**src/rtl/crc16_frame_ctrl.sv**
```systemverilog
// Byte-stream frame sequencer around a 2-bit/cycle CRC-16 core (poly 0x8005, init 0xFFFF).
// GEN mode appends the CRC MSB byte first; CHECK mode reports whether the residual reached zero.
module crc16_core2 (
  input  logic        clk,
  input  logic        crc_rst,
  input  logic        crc_en,
  input  logic [1:0]  data_in,
  output logic [15:0] crc_q
);
  logic [15:0] crc_d;

  function automatic logic [15:0] step(input logic [15:0] c, input logic b);
    return {c[14:0], 1'b0} ^ ((c[15] ^ b) ? 16'h8005 : 16'h0000);
  endfunction

  // data_in[1] is the earlier (more significant) bit of the pair
  always_comb crc_d = crc_en ? step(step(crc_q, data_in[1]), data_in[0]) : crc_q;

  always_ff @(posedge clk or posedge crc_rst) begin
    if (crc_rst) crc_q <= 16'hFFFF;
    else         crc_q <= crc_d;
  end
endmodule

module crc16_frame_ctrl #(
  parameter int LEN_W = 16
) (
  input  logic             clk,
  input  logic             rst,
  input  logic             start,
  input  logic             mode,
  input  logic             s_valid,
  output logic             s_ready,
  input  logic [7:0]       s_data,
  input  logic             s_last,
  output logic             m_valid,
  input  logic             m_ready,
  output logic [7:0]       m_data,
  output logic             m_last,
  output logic             done,
  output logic             crc_ok,
  output logic [15:0]      crc_value,
  output logic [LEN_W-1:0] len_out,
  output logic             len_err
);
  typedef enum logic [2:0] {
    S_IDLE, S_INIT, S_WAIT, S_SHIFT, S_SEND, S_APP_HI, S_APP_LO, S_DONE
  } state_t;

  state_t             state_q, state_d;
  logic               init_q, init_d;
  logic               mode_q, mode_d;
  logic [7:0]         shreg_q, shreg_d;
  logic [7:0]         byte_q, byte_d;
  logic               last_q, last_d;
  logic [1:0]         cnt_q, cnt_d;
  logic [LEN_W-1:0]   len_q, len_d, len_inc;
  logic               len_err_q, len_err_d;
  logic               crc_ok_q, crc_ok_d;
  logic               crc_en;
  logic               crc_rst;

  // init_q is a flop output, so the core reset pulse is glitch-free
  assign crc_rst = rst | init_q;

  crc16_core2 u_core (
    .clk     (clk),
    .crc_rst (crc_rst),
    .crc_en  (crc_en),
    .data_in (shreg_q[7:6]),
    .crc_q   (crc_value)
  );

  assign len_inc = len_q + 1'b1;
  assign len_out = len_q;
  assign len_err = len_err_q;
  assign crc_ok  = crc_ok_q;

  always_comb begin
    state_d   = state_q;
    init_d    = 1'b0;
    mode_d    = mode_q;
    shreg_d   = shreg_q;
    byte_d    = byte_q;
    last_d    = last_q;
    cnt_d     = cnt_q;
    len_d     = len_q;
    len_err_d = len_err_q;
    crc_ok_d  = crc_ok_q;
    crc_en    = 1'b0;
    s_ready   = 1'b0;
    m_valid   = 1'b0;
    m_data    = 8'h00;
    m_last    = 1'b0;
    done      = 1'b0;
    case (state_q)
      S_IDLE: begin
        if (start) begin
          mode_d    = mode;
          len_d     = '0;
          len_err_d = 1'b0;
          crc_ok_d  = 1'b0;
          init_d    = 1'b1;
          state_d   = S_INIT;
        end
      end
      S_INIT: state_d = S_WAIT;
      S_WAIT: begin
        s_ready = 1'b1;
        if (s_valid) begin
          shreg_d = s_data;
          byte_d  = s_data;
          last_d  = s_last;
          len_d   = len_inc;
          cnt_d   = 2'd0;
          if (len_inc == '0) len_err_d = 1'b1;
          state_d = S_SHIFT;
        end
      end
      S_SHIFT: begin
        crc_en  = 1'b1;
        shreg_d = {shreg_q[5:0], 2'b00};
        cnt_d   = cnt_q + 2'd1;
        if (cnt_q == 2'd3) state_d = S_SEND;
      end
      S_SEND: begin
        m_valid = 1'b1;
        m_data  = byte_q;
        m_last  = last_q & mode_q;
        if (m_ready) begin
          if (!last_q)     state_d = S_WAIT;
          else if (mode_q) state_d = S_DONE;
          else             state_d = S_APP_HI;
        end
      end
      S_APP_HI: begin
        m_valid = 1'b1;
        m_data  = crc_value[15:8];
        if (m_ready) state_d = S_APP_LO;
      end
      S_APP_LO: begin
        m_valid = 1'b1;
        m_data  = crc_value[7:0];
        m_last  = 1'b1;
        if (m_ready) state_d = S_DONE;
      end
      S_DONE: begin
        done     = 1'b1;
        crc_ok_d = mode_q & (crc_value == 16'h0000);
        state_d  = S_IDLE;
      end
      default: state_d = S_IDLE;
    endcase
  end

  always_ff @(posedge clk or posedge rst) begin
    if (rst) begin
      state_q   <= S_IDLE;
      init_q    <= 1'b0;
      mode_q    <= 1'b0;
      shreg_q   <= 8'h00;
      byte_q    <= 8'h00;
      last_q    <= 1'b0;
      cnt_q     <= 2'd0;
      len_q     <= '0;
      len_err_q <= 1'b0;
      crc_ok_q  <= 1'b0;
    end else begin
      state_q   <= state_d;
      init_q    <= init_d;
      mode_q    <= mode_d;
      shreg_q   <= shreg_d;
      byte_q    <= byte_d;
      last_q    <= last_d;
      cnt_q     <= cnt_d;
      len_q     <= len_d;
      len_err_q <= len_err_d;
      crc_ok_q  <= crc_ok_d;
    end
  end
endmodule

```
**config.mk**
```make
export PLATFORM = sky130hd
export DESIGN_NAME = crc16_frame_ctrl
export DESIGN_NICKNAME = d
export VERILOG_FILES = /design/src/rtl/crc16_frame_ctrl.sv
export SDC_FILE = /design/constraint.sdc
export NUM_CORES = 1
export LEC_CHECK = 0
export ABC_AREA = 1
export ABC_CLOCK_PERIOD_IN_PS = 1800
export BUFFER_PORTS_ARGS = -buffer_cell sky130_fd_sc_hd__buf_2
export CELL_PAD_IN_SITES_DETAIL_PLACEMENT = 1
export CELL_PAD_IN_SITES_GLOBAL_PLACEMENT = 1
export CORE_ASPECT_RATIO = 1.5
export CORE_MARGIN = 2
export CORE_UTILIZATION = 29
export DETAILED_ROUTE_END_ITERATION = 6
export PLACE_DENSITY = 0.72
export SETUP_SLACK_MARGIN = 0.15
export SYNTH_ARGS = -nofsm -noshare
export SYNTH_HDL_FRONTEND = slang
export SYNTH_SLANG_ARGS = --single-unit
export TNS_END_PERCENT = 100
```
**constraint.sdc**
```tcl
create_clock -name clk -period 1.8 [get_ports clk]
set_input_delay 0.18 -clock clk [delete_from_list [all_inputs] [get_ports clk]]
set_output_delay 0.18 -clock clk [all_outputs]
set_load 0.01 [all_outputs]
```
# ---- Word-level counts from Yosys, hierarchy flattened
# Index checks and enable logic that the tools add are counted.
# Widths: inputs -> output; s select.
dict set report op_classes {
  n_addsub 2
  n_eq_ne 15
  muxes 31
  n_bitwise 7
  reduce_logical 14
}
# operator n
set op_table {}
lappend op_table {{$mux 16} 4}
lappend op_table {{$logic_not 16->1} 2}
lappend op_table {{$pmux 16 s2} 1}
lappend op_table {{$xor 16x16->16} 2}
lappend op_table {{$pmux 3 s8} 1}
lappend op_table {{$pmux 8 s3} 1}
lappend op_table {{$mux 3} 7}
lappend op_table {{$add 16x1->16 const B} 1}
lappend op_table {{$pmux 8 s2} 1}
lappend op_table {{$ne 2x2->1 const B} 7}
lappend op_table {{$eq 3x3->1 const B} 4}
lappend op_table {{$mux 1} 9}
lappend op_table {{$mux 8} 1}
lappend op_table {{$reduce_and 2->1} 4}
lappend op_table {{$eq 3x2->1 const B} 2}
lappend op_table {{$pmux 1 s2} 3}
lappend op_table {{$reduce_and 6->1} 1}
lappend op_table {{$reduce_bool 2->1} 3}
lappend op_table {{$mux 2} 2}
lappend op_table {{$pmux 2 s2} 1}
lappend op_table {{$reduce_and 4->1} 1}
lappend op_table {{$eq 3x1->1 const B} 1}
lappend op_table {{$logic_not 3->1} 1}
lappend op_table {{$reduce_and 3->1} 1}
lappend op_table {{6 further kinds} 8}
dict set report totals {
  regBits 58
  in_bits 15
  output_inout_bits 46
  wordCells 80
}

# ---- Longest topological paths before layout
# Gate-level depths: netlist (run 1).
dict set report logic_depth {
  ltp_word 6
  ltp_mapped 12
}

# ---- Cells and area by module
# From an unflattened synthesis (run 1), not the netlist that was laid out.
dict set report hier_totals {
  cells_unflattened 402
  area_unflattened_um2 3041.7
}
# mod instances cells_each area_each_um2 seq_area_each_um2
set by_module_without_submodules {}
lappend by_module_without_submodules {crc16_frame_ctrl 1 313 2293.4 1051.0}
lappend by_module_without_submodules {crc16_core2 1 89 748.2 420.4}

# ---- Worst setup path after synthesis (run 1)
# Ideal clock, no wire load.
dict set report synth_path {
  kind {register -> register}
  start {register len_q[1], in the netlist len_out[1]}
  end {register len_err_q, in the netlist len_err}
  arrival_time_ns 1.481
  setup_slack_ns 0.246
  stages_incl_launch_ff 12
  path_buffers 0
  period_less_slack_ns 1.554
  cell_sequence {dfrtp_1 -> ha_1 -> nand2_2 -> nor2_4 -> nand3_1 -> nand2_1 -> nand2_1 -> nor2_1 -> nand2_1 -> nor2_1 -> nand2_1 -> a21oi_2}
}
dict set report synth_via {
  elab_chain_len 4
}
# item line
set synth_rtl {}
lappend synth_rtl {{start: declaration} 57} ;# logic [LEN_W-1:0] len_q, len_d, len_inc;
lappend synth_rtl {{start signal: assignment} 176} ;# len_q <= len_d;
lappend synth_rtl {{$add 16x1->16} 74} ;# assign len_inc = len_q + 1'b1;
lappend synth_rtl {{$logic_not 16->1} 116} ;# if (len_inc == '0) len_err_d = 1'b1;
lappend synth_rtl {{$ne 2x2->1 (no line)} --}
lappend synth_rtl {{$reduce_and 4->1 (no line)} --}
lappend synth_rtl {{end signal: assignment} 177} ;# len_err_q <= len_err_d;
lappend synth_rtl {{end: declaration} 58} ;# logic len_err_q, len_err_d;
# No other way between the ends.
# A chain may end at the register's enable or synchronous reset.

# ---- Final worst setup path (run 1)
dict set report layout_path {
  start {register state_q[1]}
  end {output m_data[2]}
}
dict set report layout_via {
  elab_chain_len 2
  elab_cells_between_ends 4
  cone_classes {eq/ne: 3; mux: 1}
}
# item line
set layout_rtl {}
lappend layout_rtl {{start: declaration} 50} ;# state_t state_q, state_d;
lappend layout_rtl {{start signal: assignment} 169} ;# state_q <= state_d;
lappend layout_rtl {{$eq 3x3->1} 96} ;# case (state_q)
lappend layout_rtl {{$pmux 8 s3 *} 96}
lappend layout_rtl {{end: declaration} 38} ;# output logic [7:0] m_data,
# Every way passes the cells marked *; elsewhere a longest branch is shown, timed or not.

==> run_results.csv, run 1 <==
group,metric,value,unit
status,status,"finished clean",
logic_synthesis,synth_area_leaders,"dfrtp_1 34%, nand2_1 15%, dfstp_2 14%, o21ai_0 6.9%, inv_1 5.9%",
floorplan,start_util,0.300,
clock_tree,clk_latency,0.33,ns
hold_path,hold_path.class,"input pin to register",
final_layout,fill_cells,1278,
floorplan,chipWidth,87.8,um
worst_setup_path,crit_path_start_kind,"register",
pwr,vdd_drop_max,0.000677,V
clock_tree,cts_root_buffer,"clkbuf_16",
logic_synthesis,ys_types,31,
logic_synthesis,synth_warnings,0,
logic_synthesis,syn_inst,387,
grt,grt_max_degree,32,
timing,skew,0.00662,ns
logic_synthesis,synth_ff_type,"dfrtp_1",
timing,min_period_over_period,0.990,
worst_setup_path,crit_fanout,7,
detailed_routing,via_per_inst,4.77,
final_layout,synthToLayoutAreaGrowth,37.6,%
timing,maxSlewViolCount,0,
floorplan,die_area,0.0114,sq mm
logic_synthesis,mappedNetlistArea,0.00306,sq mm
final_layout,final_cells,626,
timing,timing.setup.tns,0,ns
final_layout,fin_nets,497,
placed_design,place_congestion,0.851,
timing,relSlewSlack,0.727,
logic_synthesis,avgSynthCellArea,7.90,sq um
floorplan,core,0.0102,sq mm
hold_path,min_path_cells,3,
logic_synthesis,ys_async_sr_fraction,1.00,
grt,grt_pass1_vias,3139,
logic_synthesis,syn_nets,404,
hold_path,hold_end,"shreg_q[0]$_DFFE_PP0P_",
timing,fmax,561,MHz
logic_synthesis,synthTopCellsByCount,"119 x nand2_1, 48 x inv_1, 42 x dfrtp_1, 42 x o21ai_0, 23 x nor2_1",
run,maxCapViolations,0,
logic_synthesis,ys_seq_elements,58,
final_layout,drive_gt1_frac,0.359,
worst_setup_path,rr_worst_depth,11,
clock_tree,cts_max_level,3,
grt,antenna_found_initial,0,
placed_design,dpl.cell_count,596,
logic_synthesis,synth.most_common_cell,"nand2_1",
pwr,p_per_area,1820,mW/mm^2
timing,fin_crit,1.78,ns
clock_tree,cts_tree,"built",
detailed_routing,first_iter_violations,76,
floorplan,ios,61,
clock_tree,cts_buffers,9,
grt,grt_usage,0.182,
worst_setup_path,worstPathArrival,1.60,ns
placed_design,portBuffers,60,
timing,grt_setup_unrepaired,"yes",
worst_setup_path,rr_endpoint,"len_err$_DFFE_PP0P_",
worst_setup_path,path_class,"register to output port",
worst_setup_path,cp.required,1.62,ns
worst_setup_path,crit_path_end_kind,"output port",
clock_tree,ctsLongestPathBuffers,2,
hold_path,hold_start,"s_data[0]",
placed_design,dpl.hpwl,7170,um
worst_setup_path,r2r_setup_slack,0.19,ns
logic_synthesis,synth_top_area_frac,0.344,
worst_setup_path,reg2reg_from,"len_out[1]$_DFFE_PP0P_",
detailed_routing,postRouteAntennaNets,0,
grt,grt_pass1_wl,15700,um
timing,tightest_slew,0.409,ns
detailed_routing,routed_wl,9660,um
grt,overflow,0,
pwr,p_leak,1.99,nW
timing,final_hold_viol_count,0,
detailed_routing,vias,2988,
detailed_routing,drc_errors,0,
final_layout,num_antenna_cells,0,
clock_tree,cts_sinks,58,
detailed_routing,drt_pass1_iterations,4,
timing,finalSetupViolCount,0,
clock_tree,cts.clk_slew.worst_paths,0.05,ns
logic_synthesis,ys_seq_area_frac,0.482,
logic_synthesis,yosys.area.top_type,"dfrtp_1",
floorplan,num_rows,45,
floorplan,die_h,130,um
logic_synthesis,synth_edf_count,0,
detailed_routing,routedWlPerCell,15.4,um
[layout make-up]
class / count / area (sq um) / area share
Multi-Input combinational cell: 267 / 1480 / 0.352
Sequential cell: 58 / 1470 / 0.350
Timing Repair Buffer: 91 / 577 / 0.137
Clock buffer: 10 / 229 / 0.0545
Inverter: 53 / 208 / 0.0494
Tap cell: 141 / 176 / 0.0420
Clock inverter: 6 / 58.8 / 0.0140
[state kept, by name (all words and copies together) (netlist names)]
name and count:
len_out 16, cnt_q 2, len_err 1, last_q 1, init_q 1, state_q 3
mode_q 1, shreg_q 8, u_core.crc_q 16, crc_ok 1, byte_q 8
[how the worst max path moves through the flow]
stage                                start             endpoint  cells past startpoint
finish              state_q[1]$_DFFE_PP0P_            m_data[2]                      7
global route        state_q[1]$_DFFE_PP0P_               m_last                      8
CTS                 state_q[1]$_DFFE_PP0P_               m_last                      8
detailed placement  len_out[1]$_DFFE_PP0P_  len_err$_DFFE_PP0P_                     11
global placement    len_out[2]$_DFFE_PP0P_  len_err$_DFFE_PP0P_                     10
floorplan           len_out[1]$_DFFE_PP0P_  len_err$_DFFE_PP0P_                     11
[worst max-delay path, cell delays in order (launching register included)]
cell,delay (ns)
dfrtp_1,0.41
nor2_2,0.15
inv_2,0.06
nor2_2,0.09
inv_2,0.07
buf_12,0.13
o211ai_1,0.20
buf_2,0.17
[repair_timing]
| action | 4_1_cts | 5_1_grt |
|---|---|---|
| endpoints found under the setup margin | 10 | 22 |
| hold buffers | 1 | 0 |
| setup buffers | 3 | 9 |
| pin swaps | 2 | 20 |
| resized for setup | 11 | 38 |
| endpoints found under the hold margin | 41 | 0 |
| cloned | 0 | 1 |
[metrics by stage]
stage	util	area (sq um)	worst slack (ns)	hold slack, ns	total power, mW
2_1_floorplan	-	3060	0.246	0.301	4.34
3_3_place_gp	0.356	3620	0.130	0.227	5.50
3_5_place_dp	0.356	3620	0.0752	0.236	5.61
4_1_cts	0.391	3980	0.00302	0.0632	7.43
5_1_grt	0.412	4200	-0.0775	0.0735	8.30
6_report	0.412	4200	0.0188	0.0686	7.67
[placed cells by master, fill, tap and decap left out, drive strengths merged, types with 4 or more instances in the layout]
master,n
nor4,5
dfrtp,42
nor2,33
buf,90
clkinv,5
inv,52
clkbuf,10
nand4,9
xor2,4
o221ai,6
nand3,23
dfstp,16
o21ai,44
nand2,125
[layer usage]
metal / global-route usage / up-vias / part of all wire
li1: - / 1437 / -
met1: 0.206 / 1447 / 0.40
met2: 0.318 / 84 / 0.52
met3: 0.0335 / 20 / 0.041
met4: 0.0995 / 0 / 0.037
met5: 0 / - / 0
[kinds of logic (layout without fill, tap and decap cells)]
group / count (synthesis) / count (layout) / synth area share
flops: 58 / 58 / 0.482
compound gates: 60 / 60 / 0.113
buf+inv: 62 / 160 / 0.0807
xor+xnor: 7 / 7 / 0.0201
simple gates: 198 / 198 / 0.296
fa+ha+maj: 2 / 2 / 0.00819
[power by group]
group,internal [mW],total (mW),switching [mW]
Sequential,2.00,2.57,0.565
Clock,1.06,1.66,0.593
Combinational,1.35,3.44,2.09
(Power assumes the default switching activity.)
==> run 2: changes to the inputs <==
--- a/config.mk
+++ b/config.mk
@@ -8,13 +8,11 @@
 export ABC_AREA = 1
 export ABC_CLOCK_PERIOD_IN_PS = 1800
 export BUFFER_PORTS_ARGS = -buffer_cell sky130_fd_sc_hd__buf_2
-export CELL_PAD_IN_SITES_DETAIL_PLACEMENT = 1
-export CELL_PAD_IN_SITES_GLOBAL_PLACEMENT = 1
 export CORE_ASPECT_RATIO = 1.5
 export CORE_MARGIN = 2
 export CORE_UTILIZATION = 29
 export DETAILED_ROUTE_END_ITERATION = 6
-export PLACE_DENSITY = 0.72
+export PLACE_DENSITY = 0.58
 export SETUP_SLACK_MARGIN = 0.15
 export SYNTH_ARGS = -nofsm -noshare
 export SYNTH_HDL_FRONTEND = slang
==> run 2 against run 1 <==
- highest routed layer unchanged
- wire length shrank 8.2%
- global-route usage down 1.9 points
- utilization up 0.38 points
- sequential share of layout area decreased by 0.26 points
- count of clock-buffer cells in the layout increased by 2
==> run_results.csv, run 2 (synthesized netlist as in run 1, its figures left out) <==
group,metric,value,unit
grt,grt_max_degree,28,
grt,grt_pass1_vias,2988,
floorplan,core,0.0102,sq mm
worst_setup_path,path_cells,"inv_2 -> nor3_4 -> buf_6 -> nand2_2 -> o211ai_1 -> buf_2",
detailed_routing,first_iter_violations,97,
floorplan,num_rows,45,
worst_setup_path,path_class,"register to output port",
timing,fmax,576,MHz
clock_tree,clk_latency,0.32,ns
grt,antenna_found_initial,0,
detailed_routing,vias,2984,
clock_tree,cts_buffers,9,
final_layout,drive_gt1_frac,0.366,
timing,finalSetupViolCount,0,
grt,grt_pass1_wl,14300,um
final_layout,final_common_cell,"nand2_1",
clock_tree,cts_max_level,3,
floorplan,die_h,130,um
timing,fin_crit,1.74,ns
final_layout,final_cell_mix,"112 x nand2_1, 60 x buf_2, 43 x inv_1, 39 x o21ai_0, 39 x dfrtp_1",
detailed_routing,postRouteAntennaNets,0,
final_layout,num_antenna_cells,0,
worst_setup_path,slowest_delay,0.42,ns
detailed_routing,drc_errors,0,
timing,maxSlewViolCount,0,
hold_path,hold_end,"shreg_q[0]$_DFFE_PP0P_",
timing,final_hold_viol_count,0,
timing,skew,0.0104,ns
pwr,vdd_drop_max,0.000776,V
worst_setup_path,crit_path_start_kind,"register",
timing,tightest_slew,0.465,ns
detailed_routing,drt_pass1_iterations,4,
placed_design,dpl.hpwl,6400,um
worst_setup_path,cp-startpoint,"state_q[0]$_DFFE_PP0P_",
timing,timing.setup.tns,0,ns
worst_setup_path,rr_worst_depth,11,
floorplan,die_area,0.0114,sq mm
worst_setup_path,rr_endpoint,"len_err$_DFFE_PP0P_",
pwr,power.total,7.85,mW
worst_setup_path,reg2reg_from,"state_q[1]$_DFFE_PP0P_",
worst_setup_path,crit_slowest_cell,"dfrtp_1",
clock_tree,cts_tree,"built",
worst_setup_path,cp.required,1.62,ns
detailed_routing,routed_wl,8860,um
grt,met2_usage,0.280,
worst_setup_path,crit_path_end_kind,"output port",
final_layout,synthToLayoutAreaGrowth,38.8,%
floorplan,ios,61,
timing,grt_setup_unrepaired,"yes",
floorplan,chipWidth,87.8,um
timing,fin_ws,0.0637,ns
pwr,p_per_area,1850,mW/mm^2
timing,holdWs,0.0752,ns
clock_tree,cts.clk_slew.worst_paths,0.05,ns
placed_design,portBuffers,60,
hold_path,hold_path.class,"input pin to register",
placed_design,place_congestion,0.852,
clock_tree,ctsLongestPathBuffers,2,
hold_path,min_path_cells,3,
floorplan,start_util,0.300,
final_layout,fin_nets,496,
grt,overflow,0,
clock_tree,cts_root_buffer,"clkbuf_16",
grt,met3_usage,0.0386,
grt,use_met1,0.197,
run,maxCapViolations,0,
timing,relSlewSlack,0.690,
grt,grt.busiest_layer,"met2",
timing,min_period_over_period,0.965,
final_layout,fin_util,0.416,
worst_setup_path,worstPathArrival,1.56,ns
worst_setup_path,r2r_setup_slack,0.16,ns
hold_path,hold_start,"s_data[0]",
pwr,p_leak,1.98,nW
placed_design,dpl_worst_slack,0.109,ns
detailed_routing,via_per_inst,4.77,
clock_tree,cts_sinks,58,
grt,grt_usage,0.163,
worst_setup_path,crit_fanout,5,
detailed_routing,routedWlPerCell,14.2,um
status,status,"finished clean",
[run 2: changes by cell type in the layout (fill, tap and decap cells not counted), sizes merged]
| cell | delta |
|---|---|
| clkinv | -3 |
| clkbuf | +2 |
| buf | -1 |
| bufinv | +1 |
[run 2: routing by layer]
metal | vias to the layer above | wire length (um)
li1 | 1440 | -
met1 | 1441 | 3690
met2 | 90 | 4630
met3 | 13 | 406
met4 | 0 | 142
met5 | - | 0
[run 2: worst max-delay path by stage]
stage | end | slack [ns] | cells after the start
after global placement | m_last | 0.16 | 8
after detailed placement | m_last | 0.11 | 8
after global routing | m_data[3] | -0.007 | 6
after CTS | m_last | -0.01 | 8
after floorplan | len_err$_DFFE_PP0P_ | 0.25 | 11
final | m_data[3] | 0.06 | 6
[run 2: layout make-up]
| type | count | area [sq um] |
|---|---|---|
| fillers | 1028 | 5950 |
| multi-input cells | 267 | 1480 |
| flip-flops and latches | 58 | 1480 |
| repair buffers | 90 | 568 |
| clock buffers | 12 | 256 |
| inverters | 53 | 215 |
| well taps | 141 | 176 |
| clock inverters | 4 | 73.8 |
[run 2: worst max-delay path, delay by kind of cell, from the launching register on]
family / cells / cell delay (ns)
flops: 1 / 0.42
buf+inv: 3 / 0.43
compound gates: 1 / 0.09
simple gates: 2 / 0.28
[run 2: stage by stage]
stage,instance area [sq um],std cells
floorplan,3060,387
global placement,3600,591
detailed placement,3600,591
CTS,4100,619
global route,4240,625
finish,4240,625
[run 2: power breakdown]
part | internal, mW | switching [mW] | total, mW
logic | 1.33 | 2.03 | 3.36
clock network | 1.29 | 0.589 | 1.87
registers | 2.01 | 0.599 | 2.61
total | 4.63 | 3.22 | 7.85
[run 2: timing repair]
item	in CTS	in global routing
setup endpoints to repair	9	20
buffers inserted	10	6
gates cloned	1	0
pin swaps	7	12
hold buffers	1	0
hold endpoints to repair	9	0
gates resized for setup	28	27
